<file path="config.mk">
export PLATFORM = sky130hd
export DESIGN_NAME = secded_arq_replay_fifo
export DESIGN_NICKNAME = d
export VERILOG_FILES = /design/src/rtl/secded_arq_replay_fifo.sv
export SDC_FILE = /design/constraint.sdc
export NUM_CORES = 1
export LEC_CHECK = 0
export ABC_CLOCK_PERIOD_IN_PS = 5500
export BUFFER_PORTS_ARGS = -buffer_cell sky130_fd_sc_hd__buf_2
export CAP_MARGIN = 40
export CORE_MARGIN = 4
export CORE_UTILIZATION = 35
export CTS_BUF_LIST = sky130_fd_sc_hd__clkbuf_8
export CTS_CLUSTER_DIAMETER = 60
export DETAILED_ROUTE_END_ITERATION = 6
export PLACE_DENSITY = 0.54
export SLEW_MARGIN = 10
export SYNTH_ARGS = -nofsm -noshare
export SYNTH_HDL_FRONTEND = slang
export SYNTH_SLANG_ARGS = --single-unit
</file>
<file path="constraint.sdc">
create_clock -name clk -period 5.5 [get_ports clk]
set_clock_uncertainty 0.1 [all_clocks]
set_input_delay 1.1 -clock clk [delete_from_list [all_inputs] [get_ports clk]]
set_output_delay 1.1 -clock clk [all_outputs]
set_load 0.02 [all_outputs]
</file>
<file path="src/rtl/secded_arq_replay_fifo.sv">
`default_nettype none
// ============================================================================
// Module      : secded_arq_replay_fifo
// Description : SECDED-protected FIFO. Each read passes through an error
//               injection channel and a SECDED decoder. Uncorrectable reads
//               are re-fetched automatically until the retry budget runs out.
// Revision    : 1.0 - initial release
// ============================================================================
module secded_arq_replay_fifo #(
    parameter int DATA_WIDTH = 8,
    parameter int FIFO_DEPTH = 4,
    parameter int MAX_RETRY  = 3,
    parameter int CNT_WIDTH  = 8,
    localparam int c_PAR_W   = $clog2(DATA_WIDTH + $clog2(DATA_WIDTH + 1) + 1),
    localparam int c_CW      = DATA_WIDTH + c_PAR_W + 1,
    localparam int c_POS_W   = $clog2(c_CW),
    localparam int c_CNT_W   = $clog2(FIFO_DEPTH) + 1
) (
    input  logic                  clk,
    input  logic                  rst_n,
    input  logic                  wr_en,
    input  logic [DATA_WIDTH-1:0] data_in,
    input  logic                  rd_en,
    input  logic [1:0]            err_mode,
    input  logic [c_POS_W-1:0]    err_pos,
    output logic [DATA_WIDTH-1:0] data_out,
    output logic                  ack,
    output logic                  nack,
    output logic                  drop,
    output logic                  busy,
    output logic                  full,
    output logic                  empty,
    output logic                  overflow,
    output logic [c_CNT_W-1:0]    count,
    output logic [CNT_WIDTH-1:0]  corr_cnt,
    output logic [CNT_WIDTH-1:0]  uncorr_cnt
);

    localparam int c_PTR_W = $clog2(FIFO_DEPTH);
    localparam int c_ATT_W = (MAX_RETRY > 0) ? $clog2(MAX_RETRY + 1) : 1;

    localparam logic [1:0] c_IDLE  = 2'd0;
    localparam logic [1:0] c_FETCH = 2'd1;
    localparam logic [1:0] c_CHECK = 2'd2;

    // Bit 0 holds overall parity; bits 1..CW-1 are Hamming positions.
    function automatic logic [c_CW-1:0] encode(input logic [DATA_WIDTH-1:0] d);
        logic [c_CW-1:0] c;
        int k;
        c = '0;
        k = 0;
        for (int i = 1; i < c_CW; i++) begin
            if ((i & (i - 1)) != 0) begin
                c[i] = d[k];
                k = k + 1;
            end
        end
        for (int b = 0; b < c_PAR_W; b++) begin
            for (int i = 1; i < c_CW; i++) begin
                if (((i >> b) & 1) == 1 && i != (1 << b)) c[1 << b] = c[1 << b] ^ c[i];
            end
        end
        c[0] = ^c;
        return c;
    endfunction

    logic [c_CW-1:0]       r_mem [FIFO_DEPTH];
    logic [c_PTR_W-1:0]    r_wptr, r_rptr;
    logic [c_CNT_W-1:0]    r_count;
    logic [1:0]            r_state;
    logic [c_ATT_W-1:0]    r_attempt;
    logic [c_CW-1:0]       r_cw;
    logic [DATA_WIDTH-1:0] r_data;
    logic                  r_ack, r_nack, r_drop, r_overflow;
    logic [CNT_WIDTH-1:0]  r_corr, r_uncorr;

    logic [c_CW-1:0]       w_one, w_two, w_mask;
    logic [c_PAR_W-1:0]    w_syn;
    logic                  w_par, w_single, w_double;
    logic [DATA_WIDTH-1:0] w_data;
    logic                  w_push, w_pop;

    // Out-of-range err_pos matches no bit, so it naturally yields a clean mask.
    always_comb begin
        w_one = '0;
        w_two = '0;
        for (int i = 0; i < c_CW; i++) begin
            w_one[i] = (int'(err_pos) == i);
            w_two[i] = w_one[i] || (int'(err_pos) + 1 == i) ||
                       (int'(err_pos) == c_CW - 1 && i == 0);
        end
        case (err_mode)
            2'b01:   w_mask = w_one;
            2'b10:   w_mask = w_two;
            2'b11:   w_mask = (r_attempt == '0) ? w_two : '0;
            default: w_mask = '0;
        endcase
    end

    always_comb begin
        int k;
        w_syn  = '0;
        w_data = '0;
        k      = 0;
        for (int i = 1; i < c_CW; i++) begin
            if (r_cw[i]) w_syn = w_syn ^ c_PAR_W'(i);
        end
        for (int i = 1; i < c_CW; i++) begin
            if ((i & (i - 1)) != 0) begin
                w_data[k] = r_cw[i] ^ (w_syn == c_PAR_W'(i));
                k = k + 1;
            end
        end
        w_par    = ^r_cw;
        w_single = (w_syn != '0) && w_par;
        w_double = (w_syn != '0) && !w_par;
    end

    assign full  = (r_count == c_CNT_W'(FIFO_DEPTH));
    assign empty = (r_count == '0);
    assign busy  = (r_state != c_IDLE);
    assign w_push = wr_en && !full;
    assign w_pop  = (r_state == c_CHECK) && (!w_double || int'(r_attempt) >= MAX_RETRY);

    always_ff @(posedge clk) begin
        if (w_push) r_mem[r_wptr] <= encode(data_in);
    end

    always_ff @(posedge clk or negedge rst_n) begin
        if (!rst_n) begin
            r_wptr     <= '0;
            r_rptr     <= '0;
            r_count    <= '0;
            r_state    <= c_IDLE;
            r_attempt  <= '0;
            r_cw       <= '0;
            r_data     <= '0;
            r_ack      <= 1'b0;
            r_nack     <= 1'b0;
            r_drop     <= 1'b0;
            r_overflow <= 1'b0;
            r_corr     <= '0;
            r_uncorr   <= '0;
        end else begin
            r_ack      <= 1'b0;
            r_nack     <= 1'b0;
            r_drop     <= 1'b0;
            r_overflow <= wr_en && full;
            if (w_push) r_wptr <= r_wptr + c_PTR_W'(1);
            if (w_pop)  r_rptr <= r_rptr + c_PTR_W'(1);
            r_count <= r_count + c_CNT_W'(w_push) - c_CNT_W'(w_pop);
            case (r_state)
                c_IDLE: begin
                    if (rd_en && !empty) begin
                        r_state   <= c_FETCH;
                        r_attempt <= '0;
                    end
                end
                c_FETCH: begin
                    r_cw    <= r_mem[r_rptr] ^ w_mask;
                    r_state <= c_CHECK;
                end
                c_CHECK: begin
                    if (!w_double) begin
                        r_ack   <= 1'b1;
                        r_data  <= w_data;
                        r_state <= c_IDLE;
                        if (w_single && r_corr != '1) r_corr <= r_corr + 1'b1;
                    end else begin
                        r_nack <= 1'b1;
                        if (r_uncorr != '1) r_uncorr <= r_uncorr + 1'b1;
                        if (int'(r_attempt) < MAX_RETRY) begin
                            r_attempt <= r_attempt + c_ATT_W'(1);
                            r_state   <= c_FETCH;
                        end else begin
                            r_drop  <= 1'b1;
                            r_state <= c_IDLE;
                        end
                    end
                end
                default: r_state <= c_IDLE;
            endcase
        end
    end

    assign data_out   = r_data;
    assign ack        = r_ack;
    assign nack       = r_nack;
    assign drop       = r_drop;
    assign overflow   = r_overflow;
    assign count      = r_count;
    assign corr_cnt   = r_corr;
    assign uncorr_cnt = r_uncorr;

endmodule
`default_nettype wire

</file>
-- Word-level counts from Yosys, hierarchy flattened
Memories as Yosys holds them, arrays and structs flattened.
Index checks and enable logic that the tools add are counted.
Widths: inputs -> output; s select.
- bits in registers: 52
- bits in writable memories: 52
- input bits: 18
- output and inout bits: 34
- memories kept: 1
- memories (name ; words ; bits a word ; rd ports ; clocked after memory_dff ; write ports ; RTL line ; text):
    r_mem ; 4 ; 13 ; 1 ; 0 ; 1 ; 67 ; logic [c_CW-1:0] r_mem [FIFO_DEPTH];
- add/subtract/negate cells: 14
- magnitude comparators: 9
- eq/ne operators: 43
- multiplexer cells: 84
- bitwise gates (word level): 35
- reduce and logical (&&, ||, !) cells: 40
- operators with widths (cell ; number):
    $lt 32x5->1 const B ; 7
    $mux 32 ; 7
    $add 32x2->32 const B ; 6
    $eq 32x4->1 const B ; 4
    $eq 32x5->1 const B ; 4
    $eq 32x3->1 const B ; 2
    $mux 1 ; 51
    $eq 4x4->1 const B ; 12
    $pmux 13 s3 ; 1
    $eq 32x2->1 const B ; 1
    $logic_not 32->1 ; 1
    $reduce_xor 13->1 ; 2
    $eq 4x3->1 const B ; 6
    $xor 1x1->1 ; 22
    $bmux 1 s3 ; 7
    $mux 4 ; 5
    $add 8x1->8 const B ; 2
    $ne 8x8->1 const B ; 2
    $logic_or 1x1->1 ; 15
    $mux 13 ; 1
    $xor 13x13->13 ; 1
    $mux 2 ; 6
    $mux 3 ; 4
    $not 2->2 ; 6
    other kinds (28) ; 50

-- Logic depth before layout (Yosys ltp)
Gate-level depths: netlist of the first run.
- depth in word-level cells: 26
- depth in mapped cells: 15

-- Worst setup path before layout of the first run
Ideal clock, no wire load.
- path type: register -> register
- from: register r_cw[3]
- to: register r_count[2] (netlist: count[2])
- library setup time: 0.133 ns
- arrival: 3.026 ns
- required time: 5.267 ns
- setup slack: 2.241 ns
- stages on the path, launching flop included: 15
- clock period less this slack: 3.259 ns
- cell sequence: dfrtp_1 > xnor2_1 > xnor2_2 > or3_4 > a21o_2 > a21oi_2 > o21ai_0 > inv_1 > ha_1 > inv_1 > ha_1 > inv_1 > fa_1 > xnor2_1 > xnor2_1
- cells in the longest elaborated chain, start to end: 20
- elaborated cells between the ends (all ways): 24
- those cells by class: 1 x add/sub; 10 x mux; 6 x bitwise; 7 x reduce/logical
- ends and longest elaborated chain (element ; RTL line ; text):
    start, declared ; 72 ; logic [c_CW-1:0] r_cw;
    start signal, assigned ; 160 ; r_cw <= r_mem[r_rptr] ^ w_mask;
    $mux 2 ; 106 ; if (r_cw[i]) w_syn = w_syn ^ c_PAR_W'(i);
    $mux 3 ; 106 ;
    $not 2->2 (no source line) or $mux 3 (tied branches) ; n/a ;
    $mux 3 or $not 2->2 (tied branches) ; n/a ;
    $mux 3 ; 106 ;
    $not 3->3 (no source line) ; n/a ;
    $mux 3 ; 106 ;
    $mux 4 ; 106 ;
    (+4 left out) ; n/a ;
    $mux 4 (2 in a row) ; 106 ;
    $reduce_bool 4->1 ; 116 ; w_double = (w_syn != '0) && !w_par;
    $logic_and 1x1->1 * ; 116 ;
    $logic_not 1->1 * ; n/a ;
    $logic_or 1x1->1 * ; 123 ; assign w_pop = (r_state == c_CHECK) && (!w_double || int'(r_attempt) >= MAX_RETRY);
    $logic_and 1x1->1 * ; 123 ;
    net w_pop ; 81 ; logic w_push, w_pop;
    $sub 3x1->3 * ; 151 ; r_count <= r_count + c_CNT_W'(w_push) - c_CNT_W'(w_pop);
    end signal, assigned ; 151 ;
    end, declared ; 69 ; logic [c_CNT_W-1:0] r_count;
Mark *: on every way through the listed nets, which the timed path passes. The rest lies on a longest branch.
A chain may end at the register's enable or synchronous reset.

-- Worst setup path after layout of the first run
Same ends and word-level chain as after synthesis.

==> metrics.md, run 1 <==
| Metric | Value |
|---|---|
| TritonCTS clock tree | yes |
| Vias in the first global route | 3,063 |
| Mapped cell area | 5080 µm² |
| Most frequent cells in the layout | xnor2_1, dfrtp_1, edfxtp_1 |
| Post-synthesis sequential area ratio | 0.563 |
| Slew HR | 0.462 |
| Vias/cell | 4.74 |
| Site Rows | 43 |
| Post-layout util | 0.408 |
| Wirelength, routed | 9.45 mm |
| Most common flop cell mapped by yosys | edfxtp_1 |
| Setup WS pre-CTS | 1.96 ns |
| Fmax | 285 MHz |
| Htree depth | 3 |
| Cell variety after synth | 52 |
| Post-route setup slack | 1.99 ns |
| Worst r2r src | r_cw[3] |
| Period minus WS final | 3.51 ns |
| Worst hold endpoint | corr_cnt[5] |
| Share of layout cells above drive strength 1 | 0.228 |
| Worst-Margin Slew | 0.807 ns |
| Worst-skew pair later-pin latency | 0.39 ns |
| Area of the core | 14,000 µm² |
| Layout net count | 480 |
| Initial antenna violation count | 0 |
| First-pass GRT wire length | 15.7 mm |
| Crit path arrival time | 3.68 ns |
| Async set-or-reset flop fraction in the synthesized netlist | 0.500 |
| Largest net degree at the start of global routing | 53 |
| GRT overflow | 0 |
| Hold path startpoint | corr_cnt[5] |
| Post-route ant nets | 0 |
| Most common cell after layout, fill and taps aside | xnor2_1 |
| Setup TNS | 0 ns |
| Max-cap violations | 0 |
| Fillers | 1,319 |
| Cells after Synth | 398 |
| RSZ-0062 raised after global routing | no |
| Starting Density | 0.362 |
| Mapped Nets | 427 |
| Flops & latches, synth | 104 |
| Tightest Hold Check Type | reg -> reg |
| RR Endpoint | count[2] |
| Seq. cell area | 2860 µm² |
| Final hold viol count | 0 |
| Post-CTS Hold Buffers | 0 |
| Total GRT Usage | 0.122 |
| Post-DP HPWL | 6.83 mm |
| IO Pins | 52 |
| Vias | 3,017 |
| Die H | 129 µm |
| Synth-to-Final Area Change | 12.8% |
| Req. time, crit path | 5.67 ns |
| Startpoint types | flop |
| Die Span X | 129 µm |
| Clock transition at path regs | 0.10 ns |
| ANT cells | 0 |
| Number of port buffers | 51 |
| Warnings, synthesis | 0 |
| Area occupied by multi-input gates | 2100 µm² |
| Mean Syn Cell Area | 12.8 µm² |
| Final setup fails | 0 |
| Final cycle utilization of the critical path | 0.638 |
| WS Path Type | reg -> reg |
| Post-CTS Setup Repair Bufs | 0 |
| Worst-case reg-to-reg path depth | 14 |
| Post-synth EDFFs | 52 |
| Initial DRT Pass Iterations | 4 |
| DRC | 0 |
| Starting DRT DRC Count | 147 |
| Wire per inst | 14.9 µm |
| Die ar. | 16,500 µm² |
| Sink Count | 104 |
| Max-slew violation count | 0 |
| RD Place Congestion | 0.810 |
| Post-CTS sizing | 0 |
| R2r setup slk | 1.99 ns |
| Status | finished clean |
| CTS Buf Count | 9 |
| Hold Path Depth | 1 |
| Clk root buf | clkbuf_8 |
| Setup crit end kind | flop |
| Max Buffers Root-to-Sink | 2 |
| Critical path fanouts, max | 8 |
==> how the worst max path moves through the flow <==
stage	cells past startpoint	slack [ns]	from	endpoint
after floorplan	14	2.24	r_cw[3]	count[2]
after global placement	14	2.03	r_cw[3]	count[2]
after detailed placement	14	1.96	r_cw[3]	count[2]
after CTS	14	1.95	r_cw[3]	count[2]
after global routing	14	1.73	r_cw[3]	count[2]
final	14	1.99	r_cw[3]	count[2]
==> worst max-delay path, stage by stage (launching register included) <==
cell,delay (ns)
dfrtp_1,0.49
xnor2_1,0.29
xnor2_2,0.16
or3_4,0.41
a21o_2,0.26
a21oi_2,0.30
o21ai_0,0.20
inv_1,0.10
ha_1,0.22
inv_1,0.05
ha_1,0.12
inv_1,0.05
fa_1,0.37
xnor2_1,0.14
xnor2_1,0.12
==> state kept, by name (all words and copies together) (netlist names), 3 cells and up <==
name / cells
corr_cnt: 8
count: 3
uncorr_cnt: 8
data_out: 8
r_cw: 13
r_mem: 52
==> Yosys cell counts, types with 3 or more instances <==
library cell,n,share of area
nor2_1,29,0.021
mux2_2,5,0.011
and3_1,7,0.0086
a21oi_1,13,0.013
mux2i_1,3,0.0059
xor2_1,12,0.021
xnor2_1,55,0.095
clkbuf_1,6,0.0044
o21ai_0,18,0.018
dfrtp_1,52,0.26
nand3_1,9,0.0089
nand2_1,28,0.021
mux4_2,13,0.058
edfxtp_1,52,0.31
inv_1,17,0.013
buf_2,4,0.0039
ha_1,10,0.025
nand2b_1,6,0.0074
or3_1,3,0.0037
nor3_1,13,0.013
and2_1,3,0.0037
==> stage by stage <==
step                      hold slack (ns)  instances  area [µm²]
after floorplan                     0.370        398        5080
after global placement              0.383        619        5520
after detailed placement            0.385        620        5540
after CTS                           0.401        636        5730
after global routing                0.413        636        5730
final                               0.391        636        5730
==> cells by family after synthesis <==
family          synth area share
compound gates            0.0579
xor+xnor                   0.139
fa+ha+maj                 0.0286
buf+inv                   0.0239
flops                      0.563
mux                       0.0746
simple gates               0.113
==> per-layer routing <==
layer	wire length (µm)	vias to the layer above	part of all wire	global-route usage
met5	0	-	0	0
met4	131	0	0.014	0.0408
met3	407	10	0.043	0.0353
met2	4650	46	0.49	0.204
met1	4260	1457	0.45	0.153
li1	-	1504	-	-
==> layout make-up <==
class,instances,share of cell area
repair buffers,54,0.0498
flip-flops and latches,104,0.499
well taps,180,0.0393
inverters,17,0.0111
clock inverters,7,0.0127
clock buffers,9,0.0216
multi-input cells,265,0.366
Power of run 1 is left out: the tool's default activity adds up to more than one toggle a clock period on the data nets, which glitch-free logic cannot reach.
==> run 2, diff against run 1 <==
--- a/config.mk
+++ b/config.mk
@@ -5,7 +5,7 @@
 export SDC_FILE = /design/constraint.sdc
 export NUM_CORES = 1
 export LEC_CHECK = 0
-export ABC_CLOCK_PERIOD_IN_PS = 5500
+export ABC_CLOCK_PERIOD_IN_PS = 2900
 export BUFFER_PORTS_ARGS = -buffer_cell sky130_fd_sc_hd__buf_2
 export CAP_MARGIN = 40
 export CORE_MARGIN = 4
@@ -13,7 +13,7 @@
 export CTS_BUF_LIST = sky130_fd_sc_hd__clkbuf_8
 export CTS_CLUSTER_DIAMETER = 60
 export DETAILED_ROUTE_END_ITERATION = 6
-export PLACE_DENSITY = 0.54
+export PLACE_DENSITY = 0.56
 export SLEW_MARGIN = 10
 export SYNTH_ARGS = -nofsm -noshare
 export SYNTH_HDL_FRONTEND = slang
==> constraint.sdc (replaced) <==
create_clock -name clk -period 2.9 [get_ports clk]
set_clock_uncertainty 0.1 [all_clocks]
set_input_delay 0.58 -clock clk [delete_from_list [all_inputs] [get_ports clk]]
set_output_delay 0.58 -clock clk [all_outputs]
set_load 0.02 [all_outputs]
==> run 2 against run 1 <==
  * Fmax is 15% higher
  * Register-to-register slack worse by 2.1 ns
  * Core utilization is 2.4 points higher
  * Worst setup slack worse by 2.1 ns
  * Global-route usage hardly changed
  * The run now ends with setup timing left
  * Sequential share of layout area is 2.7 points lower
  * Die area stayed put
  * Cell area is 5.8% higher
  * Cell count is 4.7% higher
  * Critical path depth is 1 higher
  * Hold slack worse by 0.37 ns
==> metrics.md, run 2 (synthesized netlist as in run 1, its figures left out) <==
| Metric | Value |
|---|---|
| Most frequent cells in the layout | edfxtp_1, dfrtp_1, buf_2 (was xnor2_1, dfrtp_1, edfxtp_1) |
| Total GRT Usage | 0.122 (about the same) |
| Fmax | 329 MHz (was 285 MHz) |
| First-pass GRT wire length | 15.9 mm (was 15.7 mm) |
| GRT overflow | 0 (unchanged) |
| Die Span X | 129 µm (unchanged) |
| CTS Buf Count | 9 (unchanged) |
| Die ar. | 16,500 µm² (unchanged) |
| Fillers | 1,291 (was 1,319) |
| Max-slew violation count | 0 (unchanged) |
| Starting Density | 0.362 (unchanged) |
| Worst-Margin Slew | 0.817 ns (was 0.807 ns) |
| Synth-to-Final Area Change | 19.3% (was 12.8%) |
| Layout net count | 510 (was 480) |
| Starting DRT DRC Count | 155 (was 147) |
| Max-cap violations | 0 (unchanged) |
| Buf/Inv on CP | 4 (was 3) |
| Share of layout cells above drive strength 1 | 0.300 (was 0.228) |
| Tightest Hold Check Type | in -> async (was reg -> reg) |
| Setup WS pre-CTS | -0.175 ns (was 1.96 ns) |
| Wirelength, routed | 9.51 mm (was 9.45 mm) |
| Worst-case reg-to-reg path depth | 15 (was 14) |
| Register with the most flip-flops | r_mem (unchanged) |
| Site Rows | 43 (unchanged) |
| Vias/cell | 4.72 (was 4.74) |
| Post-CTS Hold Buffers | 0 (unchanged) |
| Vias | 3,142 (was 3,017) |
| Slowest CP cell | dfrtp_2 (was dfrtp_1) |
| Number of port buffers | 51 (unchanged) |
| Critical-path cell list | buf_6 -> xnor2_4 -> xnor2_2 -> or3_4 -> a21o_4 -> a21oi_4 -> o21ai_2 -> inv_1 -> ha_1 -> inv_1 -> ha_2 -> inv_2 -> fa_2 -> xnor2_2 -> xnor2_1 (was xnor2_1 -> xnor2_2 -> or3_4 -> a21o_2 -> a21oi_2 -> o21ai_0 -> inv_1 -> ha_1 -> inv_1 -> ha_1 -> inv_1 -> fa_1 -> xnor2_1 -> xnor2_1) |
| Area occupied by multi-input gates | 2180 µm² (was 2100 µm²) |
| ANT cells | 0 (unchanged) |
| WS Path Type | reg -> reg (unchanged) |
| R2r setup slk | -0.14 ns (was 1.99 ns) |
| Area of the core | 14,000 µm² (unchanged) |
| Vias in the first global route | 3,142 (was 3,063) |
| Wire per inst | 14.3 µm (was 14.9 µm) |
| RR Endpoint | count[2] (unchanged) |
| Most common cell after layout, fill and taps aside | edfxtp_1 (was xnor2_1) |
| Post-route ant nets | 0 (unchanged) |
| Clk root buf | clkbuf_8 (unchanged) |
| Worst r2r src | r_cw[3] (unchanged) |
| TritonCTS clock tree | yes (unchanged) |
| Die H | 129 µm (unchanged) |
| Post-DP HPWL | 6.82 mm (was 6.83 mm) |
| Post-route setup slack | -0.138 ns (was 1.99 ns) |
| Crit-path max cell delay | 0.45 ns (was 0.49 ns) |
| Startpoint types | flop (unchanged) |
| Sink Count | 104 (unchanged) |
| Seq. cell area | 2860 µm² (about the same) |
| IO Pins | 52 (unchanged) |
| Delay-heaviest family, CP | adder cells (was compound AO/OA/AOI/OAI gates) |
| Clock transition at path regs | 0.10 ns (about the same) |
| Worst-skew pair later-pin latency | 0.37 ns (was 0.39 ns) |
| Slew HR | 0.456 (was 0.462) |
| Status | finished with violations (was finished clean) |
| Period minus WS final | 3.04 ns (was 3.51 ns) |
| Failing checks | setup timing |
| Critical path fanouts, max | 2 (was 8) |
| Max reg flops | 52 (unchanged) |
| Largest net degree at the start of global routing | 35 (was 53) |
| Initial DRT Pass Iterations | 5 (was 4) |
| Crit path arrival time | 3.21 ns (was 3.68 ns) |
| Initial antenna violation count | 0 (unchanged) |
| Setup crit end kind | flop (unchanged) |
| Largest registers | r_mem (52), r_cw (13) (unchanged) |
| RD Place Congestion | 0.830 (was 0.810) |
| Max Buffers Root-to-Sink | 2 (unchanged) |
| Req. time, crit path | 3.07 ns (was 5.67 ns) |
| Final setup fails | 2 (was 0) |
| Htree depth | 3 (unchanged) |
| RSZ-0062 raised after global routing | yes (was no) |
| DRC | 0 (unchanged) |
| Final hold viol count | 0 (unchanged) |
| Final cycle utilization of the critical path | 1.05 (was 0.638) |
==> run 2: cell count changes in the layout (fill, tap and decap cells not counted), moves of 2 or more <==
| cell | change |
|---|---|
| buf_4 | +30 |
| inv_1 | -2 |
| xnor2_1 | -7 |
| xnor2_2 | +6 |
==> run 2: repair_timing <==
| action | in CTS | in global routing |
|---|---|---|
| gates resized for setup | 5 | 2 |
| pin swaps | 11 | 4 |
| setup buffers | 4 | 1 |
| endpoints found under the setup margin | 2 | 2 |
==> run 2: layout make-up <==
cell class | instances | area share
clock buffer | 9 | 0.0204
clock inverter | 7 | 0.0155
inverter | 17 | 0.0105
multi-input combinational | 265 | 0.360
sequential | 104 | 0.472
tap | 180 | 0.0372
timing repair buffer | 84 | 0.0836
==> run 2: routing by layer <==
layer	routed length (µm)	part of all wire	up-vias	GRT usage
li1	-	-	1571	-
met1	4230	0.44	1492	0.153
met2	4690	0.49	67	0.207
met3	467	0.049	12	0.0340
met4	121	0.013	0	0.0364
met5	0	0	-	0
==> run 2: how the worst max path moves through the flow <==
| stage | slack, ns | depth (start not counted) | startpoint | end |
|---|---|---|---|---|
| 6_report | -0.14 | 15 | r_cw[3] | count[2] |
| 3_5_place_dp | -0.18 | 14 | r_cw[3] | count[2] |
| 3_3_place_gp | -0.12 | 14 | r_cw[3] | count[2] |
| 4_1_cts | -0.18 | 15 | r_cw[3] | count[2] |
| 2_1_floorplan | -0.17 | 14 | r_cw[3] | count[2] |
| 5_1_grt | -0.26 | 15 | r_cw[2] | count[2] |
==> run 2: per-stage QoR <==
stage / hold slack (ns) / utilization / setup TNS (ns) / instance area [µm²] / instances
CTS: 0.0307 / 0.430 / -0.262 / 6040 / 665
floorplan: 0.184 / - / -0.263 / 5130 / 398
detailed placement: 0.381 / 0.411 / -0.275 / 5770 / 645
finish: 0.0260 / 0.432 / -0.195 / 6060 / 666
global placement: 0.378 / 0.411 / -0.179 / 5770 / 645
global route: 0.0517 / 0.432 / -0.439 / 6060 / 666
==> run 2: worst reg2reg max path, delay by kind of cell, from the launching register on <==
| family | cells | cell delay [ns] |
|---|---|---|
| AND/OR/NAND/NOR | 1 | 0.37 |
| XOR/XNOR | 4 | 0.53 |
| adder cells (fa/ha/maj) | 3 | 0.72 |
| flip-flops | 1 | 0.45 |
| buffers and inverters | 4 | 0.30 |
| AO/OA/AOI/OAI | 3 | 0.45 |
Power of run 2 is left out for the same reason.
==> run 3, diff against run 2 <==
--- a/config.mk
+++ b/config.mk
@@ -8,7 +8,6 @@
 export ABC_CLOCK_PERIOD_IN_PS = 2900
 export BUFFER_PORTS_ARGS = -buffer_cell sky130_fd_sc_hd__buf_2
 export CAP_MARGIN = 40
-export CORE_MARGIN = 4
 export CORE_UTILIZATION = 35
 export CTS_BUF_LIST = sky130_fd_sc_hd__clkbuf_8
 export CTS_CLUSTER_DIAMETER = 60
==> run 3 against run 2 <==
  * The flow still finishes with violations (setup timing)
  * First-iteration DRC count shrank 41%
  * Worst setup slack gained 0.033 ns
  * Count of clock-buffer cells in the layout is the same
  * Register-to-register slack gained 0.03 ns
  * Critical path depth shrank 1
  * Core utilization shrank 0.25 points
  * Flip-flop and latch count is the same
  * Via count shrank 0.54%
  * Die area shrank 9.1%
  * Fmax grew 1.1%
  * Wire length shrank 2.5%
  * Critical path type unchanged
  * Largest cell class unchanged
==> metrics.md, run 3 (synthesized netlist as in run 1, its figures left out) <==
| Metric | Value |
|---|---|
| Final cycle utilization of the critical path | 1.04 (was 1.05) |
| RSZ-0062 raised after global routing | yes (unchanged) |
| Clk root buf | clkbuf_8 (unchanged) |
| Largest registers | r_mem (52), r_cw (13) (unchanged) |
| Finished Layout Cells | 665 (was 666) |
| Post-CTS Hold Buffers | 0 (unchanged) |
| CTS Buf Count | 9 (unchanged) |
| Hold slack | 0.0662 ns (was 0.0260 ns) |
| Wire per inst | 13.9 µm (was 14.3 µm) |
| Die H | 123 µm (was 129 µm) |
| Post-route ant nets | 0 (unchanged) |
| Synth-to-Final Area Change | 18.6% (was 19.3%) |
| RD Place Congestion | 0.818 (was 0.830) |
| Total GRT Usage | 0.136 (was 0.122) |
| Site Rows | 43 (unchanged) |
| Fmax | 333 MHz (was 329 MHz) |
| Wirelength, routed | 9.27 mm (was 9.51 mm) |
| Clock transition at path regs | 0.10 ns (about the same) |
| Startpoint types | flop (unchanged) |
| Initial DRT Pass Iterations | 4 (was 5) |
| Layout net count | 509 (was 510) |
| R2r setup slk | -0.11 ns (was -0.14 ns) |
| Critical-path cell list | xnor2_4 -> xnor2_2 -> or3_4 -> a21o_4 -> a21oi_4 -> o21ai_2 -> inv_1 -> ha_1 -> inv_1 -> ha_2 -> inv_2 -> fa_2 -> xnor2_2 -> xnor2_1 (was buf_6 -> xnor2_4 -> xnor2_2 -> or3_4 -> a21o_4 -> a21oi_4 -> o21ai_2 -> inv_1 -> ha_1 -> inv_1 -> ha_2 -> inv_2 -> fa_2 -> xnor2_2 -> xnor2_1) |
| Htree depth | 3 (unchanged) |
| RR Endpoint | count[2] (unchanged) |
| Worst r2r src | r_cw[3] (unchanged) |
| Most common cell after layout, fill and taps aside | edfxtp_1 (unchanged) |
| TritonCTS clock tree | yes (unchanged) |
| Max Buffers Root-to-Sink | 2 (unchanged) |
| Number of port buffers | 51 (unchanged) |
| Share of layout cells above drive strength 1 | 0.299 (was 0.300) |
| Starting DRT DRC Count | 91 (was 155) |
| Slew HR | 0.436 (was 0.456) |
| Vias | 3,125 (was 3,142) |
| Failing checks | setup timing (unchanged) |
| Post-DP Area | 5780 µm² (was 5770 µm²) |
| Vias in the first global route | 3,099 (was 3,142) |
| Crit-path max cell delay | 0.48 ns (was 0.45 ns) |
| Worst-Margin Slew | 0.846 ns (was 0.817 ns) |
| Post-DP HPWL | 6.72 mm (was 6.82 mm) |
| Period minus WS final | 3.01 ns (was 3.04 ns) |
| Final setup fails | 2 (unchanged) |
| Max-slew violation count | 0 (unchanged) |
| CP endpoint | count[2] (unchanged) |
| Die ar. | 15,000 µm² (was 16,500 µm²) |
| Critical path fanouts, max | 3 (was 2) |
| WS Path Type | reg -> reg (unchanged) |
| Most frequent cells in the layout | edfxtp_1, buf_2, dfrtp_1 (was edfxtp_1, dfrtp_1, buf_2) |
| ANT cells | 0 (unchanged) |
| Critical Path Start | r_cw[3] (unchanged) |
| Max reg flops | 52 (unchanged) |
| Crit path arrival time | 3.18 ns (was 3.21 ns) |
| Req. time, crit path | 3.07 ns (about the same) |
| Post-route setup slack | -0.105 ns (was -0.138 ns) |
| Status | finished with violations (unchanged) |
| First-pass GRT wire length | 15.2 mm (was 15.9 mm) |
| Final instance area | 6030 µm² (was 6060 µm²) |
| Worst-case reg-to-reg path depth | 14 (was 15) |
| Die Span X | 123 µm (was 129 µm) |
| IO Pins | 52 (unchanged) |
| Largest net degree at the start of global routing | 29 (was 35) |
| Vias/cell | 4.70 (was 4.72) |
| Sink Count | 104 (unchanged) |
| DRC | 0 (unchanged) |
| Setup crit end kind | flop (unchanged) |
| Area of the core | 14,000 µm² (unchanged) |
| GRT overflow | 0 (unchanged) |
| Register with the most flip-flops | r_mem (unchanged) |
| Tightest Hold Check Type | in -> async (unchanged) |
| Max-cap violations | 0 (unchanged) |
| Initial antenna violation count | 0 (unchanged) |
| Final hold viol count | 0 (unchanged) |
| Slowest CP cell | dfrtp_2 (unchanged) |
| Placed Cells | 647 (was 645) |
| Starting Density | 0.362 (unchanged) |
| Worst-skew pair later-pin latency | 0.39 ns (was 0.37 ns) |
-- run 3: what timing repair did --
item                       4_1_cts  5_1_grt
pin swaps                        0        3
hold endpoints to repair         0        0
gates resized for setup          1        5
setup buffers                    0        2
setup endpoints to repair        2        2
-- run 3: metrics by stage --
| stage | setup slack (ns) | TNS [ns] | util |
|---|---|---|---|
| 3_5_place_dp | -0.148 | -0.226 | 0.412 |
| 5_1_grt | -0.243 | -0.398 | 0.429 |
| 4_1_cts | -0.158 | -0.244 | 0.426 |
| 2_1_floorplan | -0.166 | -0.263 | - |
| 3_3_place_gp | -0.103 | -0.139 | 0.412 |
| 6_report | -0.105 | -0.119 | 0.429 |
-- run 3: how the worst min path moves through the flow --
| stage | startpoint | to | depth (start not counted) |
|---|---|---|---|
| 6_report | rst_n | corr_cnt[5] | 1 |
| 5_1_grt | rst_n | drop | 1 |
| 4_1_cts | rst_n | data_out[6] | 1 |
| 3_5_place_dp | corr_cnt[7] | corr_cnt[7] | 1 |
| 3_3_place_gp | corr_cnt[5] | corr_cnt[5] | 1 |
| 2_1_floorplan | rst_n | ack | 0 |
-- run 3: area by class of cell --
class	instances	area, µm²
clock buffers	9	124
clock inverters	7	75.1
fillers	1289	8020
inverters	17	63.8
multi-input cells	265	2170
flip-flops and latches	104	2870
well taps	180	225
repair buffers	83	508
-- run 3: critical path: cells and delay by family (launching register included) --
family	cells	cell delay, ns
AO/OA/AOI/OAI	3	0.44
XOR/XNOR	4	0.63
adder cells (fa/ha/maj)	3	0.71
buffers and inverters	3	0.16
flip-flops	1	0.48
AND/OR/NAND/NOR	1	0.38
-- run 3: per-layer routing --
metal / wire length [µm] / global-route usage
met5: 0 / 0
met4: 210 / 0.0556
met3: 319 / 0.0414
met2: 4520 / 0.228
met1: 4220 / 0.162
Power of run 3 is left out for the same reason.
